### config.mk
export PLATFORM = sky130hd
export DESIGN_NAME = seq_alu
export DESIGN_NICKNAME = d
export VERILOG_FILES = /design/src/rtl/alu_pkg.sv /design/src/rtl/alu_comb.sv /design/src/rtl/seq_alu.sv
export SDC_FILE = /design/constraint.sdc
export NUM_CORES = 1
export LEC_CHECK = 0
export ABC_AREA = 1
export BUFFER_PORTS_ARGS = -buffer_cell sky130_fd_sc_hd__buf_4
export CAP_MARGIN = 40
export CORE_ASPECT_RATIO = 1.5
export CORE_UTILIZATION = 50
export CTS_CLUSTER_DIAMETER = 50
export CTS_CLUSTER_SIZE = 30
export DETAILED_ROUTE_END_ITERATION = 16
export GPL_TIMING_DRIVEN = 0
export PLACE_DENSITY = 0.69
export SKIP_LAST_GASP = 1
export SLEW_MARGIN = 30
export SYNTH_ARGS = -nofsm -noshare
export SYNTH_HDL_FRONTEND = slang
export SYNTH_SLANG_ARGS = --single-unit
export TNS_END_PERCENT = 20
### constraint.sdc
create_clock -name clk -period 3 [get_ports clk]
set_input_delay 0.45 -clock clk [delete_from_list [all_inputs] [get_ports clk]]
set_output_delay 0.45 -clock clk [all_outputs]
set_load 0.005 [all_outputs]
### src/rtl/alu_pkg.sv
// Shared definitions for the sequential ALU.
//   - Opcode encodings for the eight ALU operations.
//   - FSM state encoding used by seq_alu.
//   - Helper that says whether an opcode needs the iterative datapath.
package alu_pkg;

    localparam logic [2:0] OP_AND   = 3'b000;
    localparam logic [2:0] OP_OR    = 3'b001;
    localparam logic [2:0] OP_ADD   = 3'b010;
    localparam logic [2:0] OP_MULTU = 3'b011;
    localparam logic [2:0] OP_DIVU  = 3'b100;
    localparam logic [2:0] OP_NOR   = 3'b101;
    localparam logic [2:0] OP_SUB   = 3'b110;
    localparam logic [2:0] OP_SLT   = 3'b111;

    typedef enum logic [1:0] {
        S_IDLE = 2'd0,
        S_ITER = 2'd1,
        S_DONE = 2'd2
    } state_t;

    function automatic logic is_iter_op(input logic [2:0] op);
        return (op == OP_MULTU) || (op == OP_DIVU);
    endfunction

endpackage

### src/rtl/alu_comb.sv
// Purely combinational logic/add/sub/slt unit.
// Ports:
//   op   : operation code (alu_pkg encodings; MULTU/DIVU give y = 0)
//   a, b : operands
//   y    : result
//   ovf  : signed overflow for ADD/SUB, 0 otherwise
//   cout : carry out of the adder; for SUB this is 1 when a >= b unsigned
module alu_comb
    import alu_pkg::*;
#(
    parameter int WIDTH = 32
) (
    input  logic [2:0]       op,
    input  logic [WIDTH-1:0] a,
    input  logic [WIDTH-1:0] b,
    output logic [WIDTH-1:0] y,
    output logic             ovf,
    output logic             cout
);

    logic             sub;
    logic [WIDTH-1:0] b_inv;
    logic [WIDTH:0]   sum;
    logic             lt;
    logic             add_ovf;

    assign sub   = (op == OP_SUB) || (op == OP_SLT);
    assign b_inv = sub ? ~b : b;
    assign sum   = {1'b0, a} + {1'b0, b_inv} + {{WIDTH{1'b0}}, sub};
    assign cout  = sum[WIDTH];

    // Sign comparison uses ~b rather than ~b+1 on purpose: subtracting the
    // most-negative value must flag overflow, and ~b keeps the true sign of -b.
    assign add_ovf = (a[WIDTH-1] == b_inv[WIDTH-1]) && (sum[WIDTH-1] != a[WIDTH-1]);

    // Signed less-than without relying on the (possibly overflowed) difference
    // when the operand signs differ.
    assign lt = (a[WIDTH-1] != b[WIDTH-1]) ? a[WIDTH-1] : sum[WIDTH-1];

    always_comb begin
        y   = '0;
        ovf = 1'b0;
        case (op)
            OP_AND: y = a & b;
            OP_OR:  y = a | b;
            OP_NOR: y = ~(a | b);
            OP_ADD: begin
                y   = sum[WIDTH-1:0];
                ovf = add_ovf;
            end
            OP_SUB: begin
                y   = sum[WIDTH-1:0];
                ovf = add_ovf;
            end
            OP_SLT: y = {{(WIDTH-1){1'b0}}, lt};
            default: y = '0;
        endcase
    end

endmodule

### src/rtl/seq_alu.sv
// Registered ALU with start/done handshake for the multi-cycle core.
// Ports:
//   clk, rst_n    : clock, asynchronous active-low reset
//   start         : request, sampled only in IDLE
//   aluop, a, b   : operation and operands, captured with an accepted start
//   busy          : high while MULTU/DIVU iterate
//   done          : one-cycle pulse, results valid in that cycle
//   lo, hi        : result / product halves / quotient and remainder
//   zero, ovf, dbz: lo == 0, signed ADD/SUB overflow, DIVU by zero
//
// Handshake: start is accepted on a rising edge while in IDLE. Single-cycle
// ops give done in the next cycle; MULTU/DIVU hold busy for WIDTH cycles and
// give done WIDTH+1 cycles after the start edge. start is ignored while busy
// and in the done cycle. Outputs hold until the next operation completes.
module seq_alu
    import alu_pkg::*;
#(
    parameter  int WIDTH = 32,
    localparam int CNT_W = $clog2(WIDTH) + 1
) (
    input  logic             clk,
    input  logic             rst_n,
    input  logic             start,
    input  logic [2:0]       aluop,
    input  logic [WIDTH-1:0] a,
    input  logic [WIDTH-1:0] b,
    output logic             busy,
    output logic             done,
    output logic [WIDTH-1:0] lo,
    output logic [WIDTH-1:0] hi,
    output logic             zero,
    output logic             ovf,
    output logic             dbz
);

    state_t             state, state_next;
    logic [CNT_W-1:0]   cnt;
    logic               is_div;
    logic               dbz_pend;
    // MULTU: multiplicand. DIVU: divisor.
    logic [WIDTH-1:0]   opnd;
    // MULTU: {partial product high, multiplier/product low}.
    // DIVU:  {partial remainder, dividend/quotient}.
    logic [2*WIDTH-1:0] acc;
    logic [2*WIDTH-1:0] acc_next;
    logic               last_step;

    // Single-cycle result path.
    logic [WIDTH-1:0]   alu_y;
    logic               alu_ovf;
    logic               alu_cout;

    alu_comb #(.WIDTH(WIDTH)) u_alu (
        .op   (aluop),
        .a    (a),
        .b    (b),
        .y    (alu_y),
        .ovf  (alu_ovf),
        .cout (alu_cout)
    );

    // Restoring-division trial subtraction on a WIDTH+1-bit partial remainder.
    logic [WIDTH:0] rem_shift;
    logic [WIDTH:0] trial;
    logic           trial_ovf;
    logic           trial_ok;

    assign rem_shift = {acc[2*WIDTH-1:WIDTH], acc[WIDTH-1]};

    alu_comb #(.WIDTH(WIDTH+1)) u_div_sub (
        .op   (OP_SUB),
        .a    (rem_shift),
        .b    ({1'b0, opnd}),
        .y    (trial),
        .ovf  (trial_ovf),
        .cout (trial_ok)
    );

    // The remainder never reaches 2^WIDTH, so the top trial bit is not needed.
    logic unused_bits;
    assign unused_bits = &{1'b0, alu_cout, trial_ovf, trial[WIDTH]};

    // Shift-add multiply step.
    logic [WIDTH:0] mul_sum;
    assign mul_sum = {1'b0, acc[2*WIDTH-1:WIDTH]}
                   + (acc[0] ? {1'b0, opnd} : {(WIDTH+1){1'b0}});

    always_comb begin
        if (is_div) begin
            acc_next = {(trial_ok ? trial[WIDTH-1:0] : rem_shift[WIDTH-1:0]),
                        acc[WIDTH-2:0], trial_ok};
        end else begin
            acc_next = {mul_sum, acc[WIDTH-1:1]};
        end
    end

    assign last_step = (cnt == CNT_W'(1));

    // FSM state register.
    always_ff @(posedge clk or negedge rst_n) begin
        if (!rst_n) begin
            state <= S_IDLE;
        end else begin
            state <= state_next;
        end
    end

    // FSM next-state and handshake outputs.
    always_comb begin
        state_next = state;
        busy       = 1'b0;
        done       = 1'b0;
        case (state)
            S_IDLE: begin
                if (start) begin
                    state_next = is_iter_op(aluop) ? S_ITER : S_DONE;
                end
            end
            S_ITER: begin
                busy = 1'b1;
                if (last_step) begin
                    state_next = S_DONE;
                end
            end
            S_DONE: begin
                done       = 1'b1;
                state_next = S_IDLE;
            end
            default: state_next = S_IDLE;
        endcase
    end

    // Datapath and result registers.
    always_ff @(posedge clk or negedge rst_n) begin
        if (!rst_n) begin
            cnt      <= '0;
            is_div   <= 1'b0;
            dbz_pend <= 1'b0;
            opnd     <= '0;
            acc      <= '0;
            lo       <= '0;
            hi       <= '0;
            zero     <= 1'b0;
            ovf      <= 1'b0;
            dbz      <= 1'b0;
        end else begin
            case (state)
                S_IDLE: begin
                    if (start) begin
                        if (is_iter_op(aluop)) begin
                            is_div   <= (aluop == OP_DIVU);
                            dbz_pend <= (aluop == OP_DIVU) && (b == '0);
                            opnd     <= (aluop == OP_DIVU) ? b : a;
                            acc      <= {{WIDTH{1'b0}}, ((aluop == OP_DIVU) ? a : b)};
                            cnt      <= CNT_W'(WIDTH);
                        end else begin
                            lo   <= alu_y;
                            hi   <= '0;
                            zero <= (alu_y == '0);
                            ovf  <= alu_ovf;
                            dbz  <= 1'b0;
                        end
                    end
                end
                S_ITER: begin
                    acc <= acc_next;
                    cnt <= cnt - CNT_W'(1);
                    if (last_step) begin
                        lo   <= acc_next[WIDTH-1:0];
                        hi   <= acc_next[2*WIDTH-1:WIDTH];
                        zero <= (acc_next[WIDTH-1:0] == '0);
                        ovf  <= 1'b0;
                        dbz  <= dbz_pend;
                    end
                end
                default: ;
            endcase
        end
    end

endmodule
# Yosys cells after proc, flatten, opt, wreduce, memory -nomap -nowiden
# Index checks and enable logic that the tools add are counted.
[totals]
ff_bits = 173
inputBits = 70
output_inout_bits = 69
word_cells = 95
[classes]
addsub = 6
n_eq_ne = 17
mux = 41
bitwise = 5
reduce_logical = 15
[ops]
columns = ["cell", "n"]
rows = [
  ["two-way mux 32 bit", 11],
  ["two-way mux 64 bit", 3],
  ["case mux 32 bit (5 select lines)", 1],
  ["case mux 32 bit (2 select lines)", 2],
  ["case mux 64 bit (2 select lines)", 1],
  ["zero test 32 bit", 3],
  ["inverter 32 bit", 2],
  ["adder 33 x 33 -> 34 bit", 1],
  ["adder 34 x 1 -> 34 bit, second input constant", 1],
  ["adder 32 x 32 -> 33 bit", 1],
  ["inverter 32 -> 33 bit", 1],
  ["adder 32 x 1 -> 32 bit", 1],
  ["adder 32 bit", 1],
  ["AND 32 bit", 1],
  ["bitwise OR 32 bit", 1],
  ["two-way mux 1 bit", 13],
  ["== test 3 bit, second input constant", 4],
  ["two-way mux 6 bit", 2],
  ["case mux 6 bit (2 select lines)", 1],
  ["inequality test 2 bit, second input constant", 4],
  ["== test 3 x 2 -> 1 bit, second input constant", 2],
  ["== test 6 x 1 -> 1 bit, second input constant", 1],
  ["two-way mux 2 bit", 3],
  ["case mux 1 bit (2 select lines)", 3],
  ["other kinds (16)", 20],
]

# Logic depth before layout (Yosys ltp)
# Gate-level depths: netlist of the first run.
[logic_depth]
word_depth = 11
depth_mapped = 24
depth_no_buf = 23

# Cells and area by module
# A second synthesis of the first run with hierarchy kept.
[hier_totals]
hier_cells = 3095
area_unflattened_um2 = 18499.0
[by_module_without_submodules]
columns = ["module", "n_inst", "cells_each", "area_each_um2", "seq_area_each_um2"]
rows = [
  ["seq_alu", 1, 1730, 11439.7, 4329.2],
  ["alu_comb at u_div_sub", 1, 718, 3652.3, 0.0],
  ["alu_comb at u_alu", 1, 647, 3407.0, 0.0],
]

# Worst setup path before layout of the first run
# Ideal clock, no wire load.
[synth_path]
path_kind = "input port to flip-flop"
from = "in aluop[2]"
to = "reg zero"
setup_time_ns = 0.065
arrival_time_ns = 2.936
path_slack_ns = -0.001
path_stages = 19
n_path_buf = 1
cell_sequence = "nand2_2 buf_1 xor2_1 fa_1 nand2_1 nand2_1 nand3_1 nand2_1 or2_0 nand3_1 nand2_1 nand3b_1 nor2_1 nand3_1 nor3_1 nand3_1 nand2_1 nand2_1 nand2_1"
[synth_between]
elab_chain_cells = 11
word_cells_on_any_way = 22
[synth_rtl]
columns = ["item", "line", "rtl"]
rows = [
  ["from (decl)", "seq_alu.sv:24", "input logic [2:0] aluop,"],
  ["== test 3 bit", "alu_comb.sv:27, alu_comb.sv:43", ""],
  ["logical OR 1 bit", "alu_comb.sv:27", "assign sub = (op == OP_SUB) || (op == OP_SLT);"],
  ["two-way mux 32 bit", "alu_comb.sv:28", "assign b_inv = sub ? ~b : b;"],
  ["adder 32 bit", "alu_comb.sv:29", "assign sum = {1'b0, a} + {1'b0, b_inv} + {{WIDTH{1'b0}}, sub};"],
  ["adder 32 x 1 -> 32 bit", "alu_comb.sv:29", ""],
  ["two-way mux 1 bit", "alu_comb.sv:38", "assign lt = (a[WIDTH-1] != b[WIDTH-1]) ? a[WIDTH-1] : sum[WIDTH-1];"],
  ["case mux 32 bit (5 select lines)", "alu_comb.sv:43", "case (op)"],
  ["zero test 32 bit", "seq_alu.sv:159", "zero <= (alu_y == '0);"],
  ["two-way mux 1 bit", "seq_alu.sv:150", "if (is_iter_op(aluop)) begin"],
  ["two-way mux 1 bit", "seq_alu.sv:149", "if (start) begin"],
  ["case mux 1 bit (2 select lines)", "seq_alu.sv:147", "case (state)"],
  ["to (signal assigned)", "seq_alu.sv:159", ""],
  ["to (signal assigned)", "seq_alu.sv:171", "zero <= (acc_next[WIDTH-1:0] == '0);"],
  ["to (decl)", "seq_alu.sv:31", "output logic zero,"],
]
# Several ways; a longest one is shown, not always the timed one. The select of a mux whose other input is x is not followed.
# A chain may end at the register's enable or synchronous reset.

# Worst setup path in the final report of the first run
# Ends and elaborated chain as after synthesis.

==> results_dict.tcl, run 1 <==
set metrics [dict create \
    start_util_pct 51.0 \
    numCtsBuffers 17 \
    antenna_left 0 \
    max_slew_margin_pct 41.6 \
    worst_setup_path_start_kind "input port" \
    cp_slowest_cell "ha_1" \
    dieArea_um2 33300 \
    top_layer "met5" \
    synth_top_area_share_pct 26.6 \
    synth_area_leaders "dfrtp_1 27%, nand2_1 16%, ha_1 7.7%, inv_1 7.2%, o21ai_0 6.4%" \
    antenna_found_initial 3 \
    portBuffers 138 \
    crit_chain "buf_6 > nand2_8 > buf_12 > xor2_1 > ha_1 > nand2_2 > inv_1 > a21oi_4 > nand2_2 > nand3b_1 > or2_2 > nand3_2 > nand3_2 > nor2_2 > nand2_1 > nor2_1 > nand3_1 > nand2_2 > nand2_1 > nand2_1" \
    drt-met1-wl_um 24900 \
    synthCells 2531 \
    dp_cells 3084 \
    drt_wl_total_um 73500 \
    clock_sinks 173 \
    synthArstFlopShare_pct 100 \
    maxSlewViolCount 0 \
    syn_to_final_growth_pct 23.2 \
    first_pass_iters 6 \
    min_path_type "in -> reg" \
    fmax_ghz 0.335 \
    worst_slew_pin_slew_ps 876 \
    setup.worst_path.class "in -> reg" \
    syn_nets 2704 \
    fin_nets 2906 \
    routedWlPerCell_um 23.3 \
    num_vias 19100 \
    synth_area_um2 16300 \
    synth_ff_type "dfrtp_1" \
    maxCapViolations 0 \
    die_h_um 223 \
    finalNonFillerCells 3157 \
    syn_avg_cell_area_um2 6.43 \
    final_area_um2 20000 \
    peakVddDrop_mv 0.557 \
    fp.dieW_um 149 \
    grt_pass1_wl_um 107000 \
    route.met3.wl_um 4760 \
    finalCriticalPeriod_ps 2980 \
    overflow 0 \
    ys_seq_elements 173 \
    first_iter_violations 1581 \
    clock_latency_ps 460 \
    period_share_pct 99.4 \
    place_congestion 0.999 \
    placed_area_um2 17900 \
    p_leak_uw 0.00981 \
    io_pins 139 \
    final_common_cell "nand2_1" \
    power_density_nw_per_um2 1020 \
    rsz0062_at_grt "true" \
    h-tree-depth 4 \
    cp-end-kind "flip-flop" \
    cp.required_ps 3400 \
    cts_buffer_depth 2 \
    clk_pin_slew_ps 70 \
    final_hold_viol_count 0 \
    drc 0 \
    outcome "finished, final reports clean" \
    synth_top_area_cell "dfrtp_1" \
    ys.warnings.count 0 \
    core_um2 31900 \
    grt_max_degree 88 \
    finalSetupViolCount 0 \
    seq_area_frac_synth_pct 26.6 \
    grt.total_usage_pct 43.6 \
    ys_types 58 \
    fin_worst_skew_ps 9.82 \
    drive_above_1_share_pct 17.8 \
    num_rows 80 \
    critPathMaxFanout 8 \
    vias_per_cell 6.05 \
    final_cell_mix "628 x nand2_1, 304 x inv_1, 212 x nor2_1" \
    cpPeakStageDelay_ps 380 \
    root_buffer "clkbuf_16" \
    arrival_ps 3380 \
    dp_hpwl_um 57500 \
    synth_edf_count 0 \
    met2_length_um 35800 \
    cts_tree "built" \
    setup_tns_ps 0 \
    grt_pass1_vias 18700 \
]
==> state kept, by name, summed over array words and instances, names as in the netlist <==
register / cells
acc: 64
cnt: 6
dbz: 1
dbz_pend: 1
hi: 32
is_div: 1
lo: 32
opnd: 32
ovf: 1
state: 2
zero: 1
==> Yosys cell counts (all sizes together), types with 16 or more instances <==
cell	instances
a21boi	16
a21oi	187
a31oi	54
buf	43
clkbuf	48
dfrtp	173
ha	100
inv	317
nand2	677
nand3	129
nand4	33
nor2	242
nor3	16
o211ai	45
o21ai	229
o21bai	16
or2	24
xnor2	17
xor2	50
==> critical path: cells and delay by family <==
family | cells | cell delay (ps)
AO/OA/AOI/OAI | 1 | 140
XOR/XNOR | 1 | 150
adder cells (fa/ha/maj) | 1 | 380
buffers and inverters | 3 | 360
AND/OR/NAND/NOR | 14 | 1880
==> cells by family (layout without fill, tap and decap cells) <==
kind of cell | count (synthesis) | after routing | share of synthesized area, %
and+or+nand+nor | 1160 | 1160 | 29.7
AOI/OAI and AO/OA | 612 | 612 | 21.9
buffers and inverters | 410 | 624 | 9.78
DFF | 173 | 173 | 26.6
adders and majority gates | 103 | 103 | 8.06
xor gates and xnor gates | 67 | 67 | 3.61
muxes | 6 | 6 | 0.369
other | 0 | 2 | 0
==> path summary, 6_finish.rpt <==
kind	startpoint	to	slack, ps	depth (start not counted)
min	a[28]	opnd[28]	340	3
max reg2reg	acc[0]	hi[27]	40	17
min in group asynchronous	rst_n	hi[6]	410	2
max	aluop[2]	zero	20	20
min reg2reg	hi[27]	hi[27]	480	2
max in group asynchronous	rst_n	acc[23]	1870	3
==> cell type report <==
class / instances / area, µm²
Antenna cell: 2 / 5.00
Buffer: 90 / 462
Clock buffer: 20 / 447
Clock inverter: 11 / 110
Fill cell: 3030 / 11900
Inverter: 319 / 1200
Multi-Input combinational cell: 1948 / 11500
Sequential cell: 173 / 4330
Tap cell: 410 / 513
Timing Repair Buffer: 184 / 1520
==> power by group <==
group          switching [µW]  leakage [µW]  total (µW)  internal (µW)
Combinational            9180       0.00738       14000           4800
Clock                    1060      0.000263        2230           1170
Sequential                851       0.00217        4240           3390
==> per-layer routing <==
layer / vias to the layer above / track usage [%]
met4: 4 / 40.1
met2: 1005 / 75.3
li1: 8829 / -
met1: 8902 / 44.6
met3: 358 / 7.16
met5: - / 0
==> stage by stage <==
| step | hold WS, ps | power [µW] | util [%] | worst slack (ps) |
|---|---|---|---|---|
| global route | 350 | 21700 | 62.8 | -84.3 |
| global placement | 467 | 16400 | 55.8 | -1900 |
| detailed placement | 292 | 16700 | 56.1 | -1870 |
| CTS | 327 | 19200 | 59.0 | -60.8 |
| floorplan | 154 | 12200 | - | 90.0 |
| finish | 341 | 20400 | 62.8 | 18.5 |
==> timing repair <==
action / in CTS / in global routing
setup buffers: 7 / 28
pin swaps: 11 / 69
resized for setup: 77 / 219
gates cloned: 0 / 3
hold buffers: 1 / 0
hold endpoints to repair: 17 / 0
setup endpoints to repair: 79 / 66
No activity file was read; power rests on OpenSTA's default activity.
==> run 2: changes to the inputs <==
--- a/config.mk
+++ b/config.mk
@@ -15,6 +15,7 @@
 export DETAILED_ROUTE_END_ITERATION = 16
 export GPL_TIMING_DRIVEN = 0
 export PLACE_DENSITY = 0.69
+export SETUP_SLACK_MARGIN = 0.05
 export SKIP_LAST_GASP = 1
 export SLEW_MARGIN = 30
 export SYNTH_ARGS = -nofsm -noshare
==> results_dict.tcl, run 2 (same netlist as run 1, synthesis figures left out) <==
set metrics [dict create \
    cp_slowest_cell "or2_2" \
    cp.required_ps 3400 \
    crit_chain "buf_4 > inv_1 > xor2_2 > ha_4 > nand2_1 > nand2_1 > a21oi_4 > nand2_2 > nand3b_1 > or2_2 > nand3_1 > nand3_2 > nor2_2 > nand2_1 > nor2_1 > nand3_1 > nand2_2 > nand2_1 > nand2_1" \
    num_rows 80 \
    dp_hpwl_um 57500 \
    drc 0 \
    peakVddDrop_mv 0.541 \
    core_um2 31900 \
    drt_wl_total_um 73900 \
    place_congestion 0.999 \
    grt_pass1_wl_um 107000 \
    p_leak_uw 0.00993 \
    h-tree-depth 4 \
    antenna_found_initial 3 \
    setup.worst_path.class "in -> reg" \
    vias_per_cell 6.06 \
    portBuffers 138 \
    final_cell_mix "620 x nand2_1, 300 x inv_1, 207 x nor2_1" \
    crit_path_start "b[14]" \
    min_from "a[28]" \
    fin_nets 2914 \
    fill_cells 2966 \
    r2r-start "acc[0]" \
    first_iter_violations 1619 \
    antenna_left 0 \
    cts_tree "built" \
    io_pins 139 \
    min_path_type "in -> reg" \
    cts_buffer_depth 2 \
    placed_area_um2 17900 \
    cp-end-kind "flip-flop" \
    fp.dieW_um 149 \
    clock_latency_ps 470 \
    grt_pass1_vias 18700 \
    overflow 0 \
    clock_sinks 173 \
    grt_max_degree 88 \
    r2r_end "hi[27]" \
    maxCapViolations 0 \
    final_hold_viol_count 0 \
    maxSlewViolCount 0 \
    largest-register "acc" \
    critPathMaxFanout 5 \
    finalCriticalPeriod_ps 2970 \
    numCtsBuffers 17 \
    syn_to_final_growth_pct 25.9 \
    root_buffer "clkbuf_16" \
    clk_pin_slew_ps 70 \
    arrival_ps 3370 \
    max_slew_margin_pct 35.2 \
    fmax_ghz 0.337 \
    power_density_nw_per_um2 1010 \
    period_share_pct 98.9 \
    multi_input_comb_area_um2 11800 \
    pre_cts_ws_ps -1870 \
    r2r_cells 14 \
    grt.total_usage_pct 43.7 \
    drive_above_1_share_pct 19.8 \
    path_common_cell "nand2_1" \
    rsz0062_at_grt "true" \
    outcome "finished, final reports clean" \
    final_area_um2 20500 \
    first_pass_iters 6 \
    start_util_pct 51.0 \
    crit_end "zero" \
    regArea_um2 4330 \
    routedWlPerCell_um 23.4 \
    die_h_um 223 \
    largest_register_ffs 64 \
    worst_setup_path_start_kind "input port" \
    final_common_cell "nand2_1" \
    reg2reg_slack_ps 60 \
    worst_slew_pin_slew_ps 971 \
    setup_ws_ps 32.1 \
    dieArea_um2 33300 \
    finalSetupViolCount 0 \
    cpPeakStageDelay_ps 320 \
    fin_worst_skew_ps 11.0 \
    num_vias 19200 \
]
-- run 2: cell count changes in the layout (fill, tap and decap cells not counted), moves of 4 or more --
cell	change
nand2_4	+5
xor2_1	-7
inv_1	-4
a21oi_1	-7
o21ai_1	-4
ha_4	+6
nand2_1	-8
xor2_4	+6
buf_4	+6
a21oi_2	+5
ha_1	-8
nor2_1	-5
-- run 2: area by class of cell --
type	instances	area share, %
multi-input cells	1948	57.6
flip-flops and latches	173	21.1
repair buffers	193	7.90
inverters	319	5.87
well taps	410	2.50
plain buffers	89	2.24
clock buffers	20	2.18
clock inverters	11	0.537
diodes	1	0.0122
-- run 2: power by group --
group / switching, µW / internal, µW / leakage, µW
registers: 845 / 3390 / 0.00217
logic: 9270 / 4920 / 0.00750
clock network: 1050 / 1170 / 0.000263
total: 11200 / 9480 / 0.00993
-- run 2: repair_timing --
action | 4_1_cts | 5_1_grt
hold buffers | 1 | 0
endpoints found under the setup margin | 86 | 71
cloned | 0 | 3
resized for setup | 92 | 276
setup buffers | 7 | 36
pin swaps | 12 | 76
hold endpoints to repair | 17 | 0
-- run 2: stage by stage --
stage                     instances  total power, µW  hold slack [ps]  setup TNS (ps)  util [%]
after floorplan                2531            12200              154               0         -
final                          3164            20700              345               0      64.2
after CTS                      3122            19200              327           -41.2      59.2
after global placement         3079            16400              467          -42720      55.8
after global routing           3163            21900              346            -182      64.2
after detailed placement       3084            16700              292          -46470      56.1
-- run 2: worst min-delay path by stage --
stage                     slack (ps)       end  cells after the start
after floorplan                  150    acc[0]                      0
after global placement           470    lo[31]                      2
after detailed placement         290   acc[39]                      1
after CTS                        330  opnd[28]                      3
after global routing             350  opnd[28]                      3
final                            350  opnd[28]                      3
-- run 2: critical path: cells and delay by family --
kind / cells / cell delay, ps
xor gates and xnor gates: 1 / 240
buffers and inverters: 2 / 420
AOI/OAI and AO/OA: 1 / 180
adders and majority gates: 1 / 260
and+or+nand+nor: 14 / 1810
-- run 2: layer usage --
layer	GRT usage (%)	part of all wire, %
met1	44.3	34
met2	74.8	49
met3	7.55	6.6
met4	41.7	11
met5	0	0.037
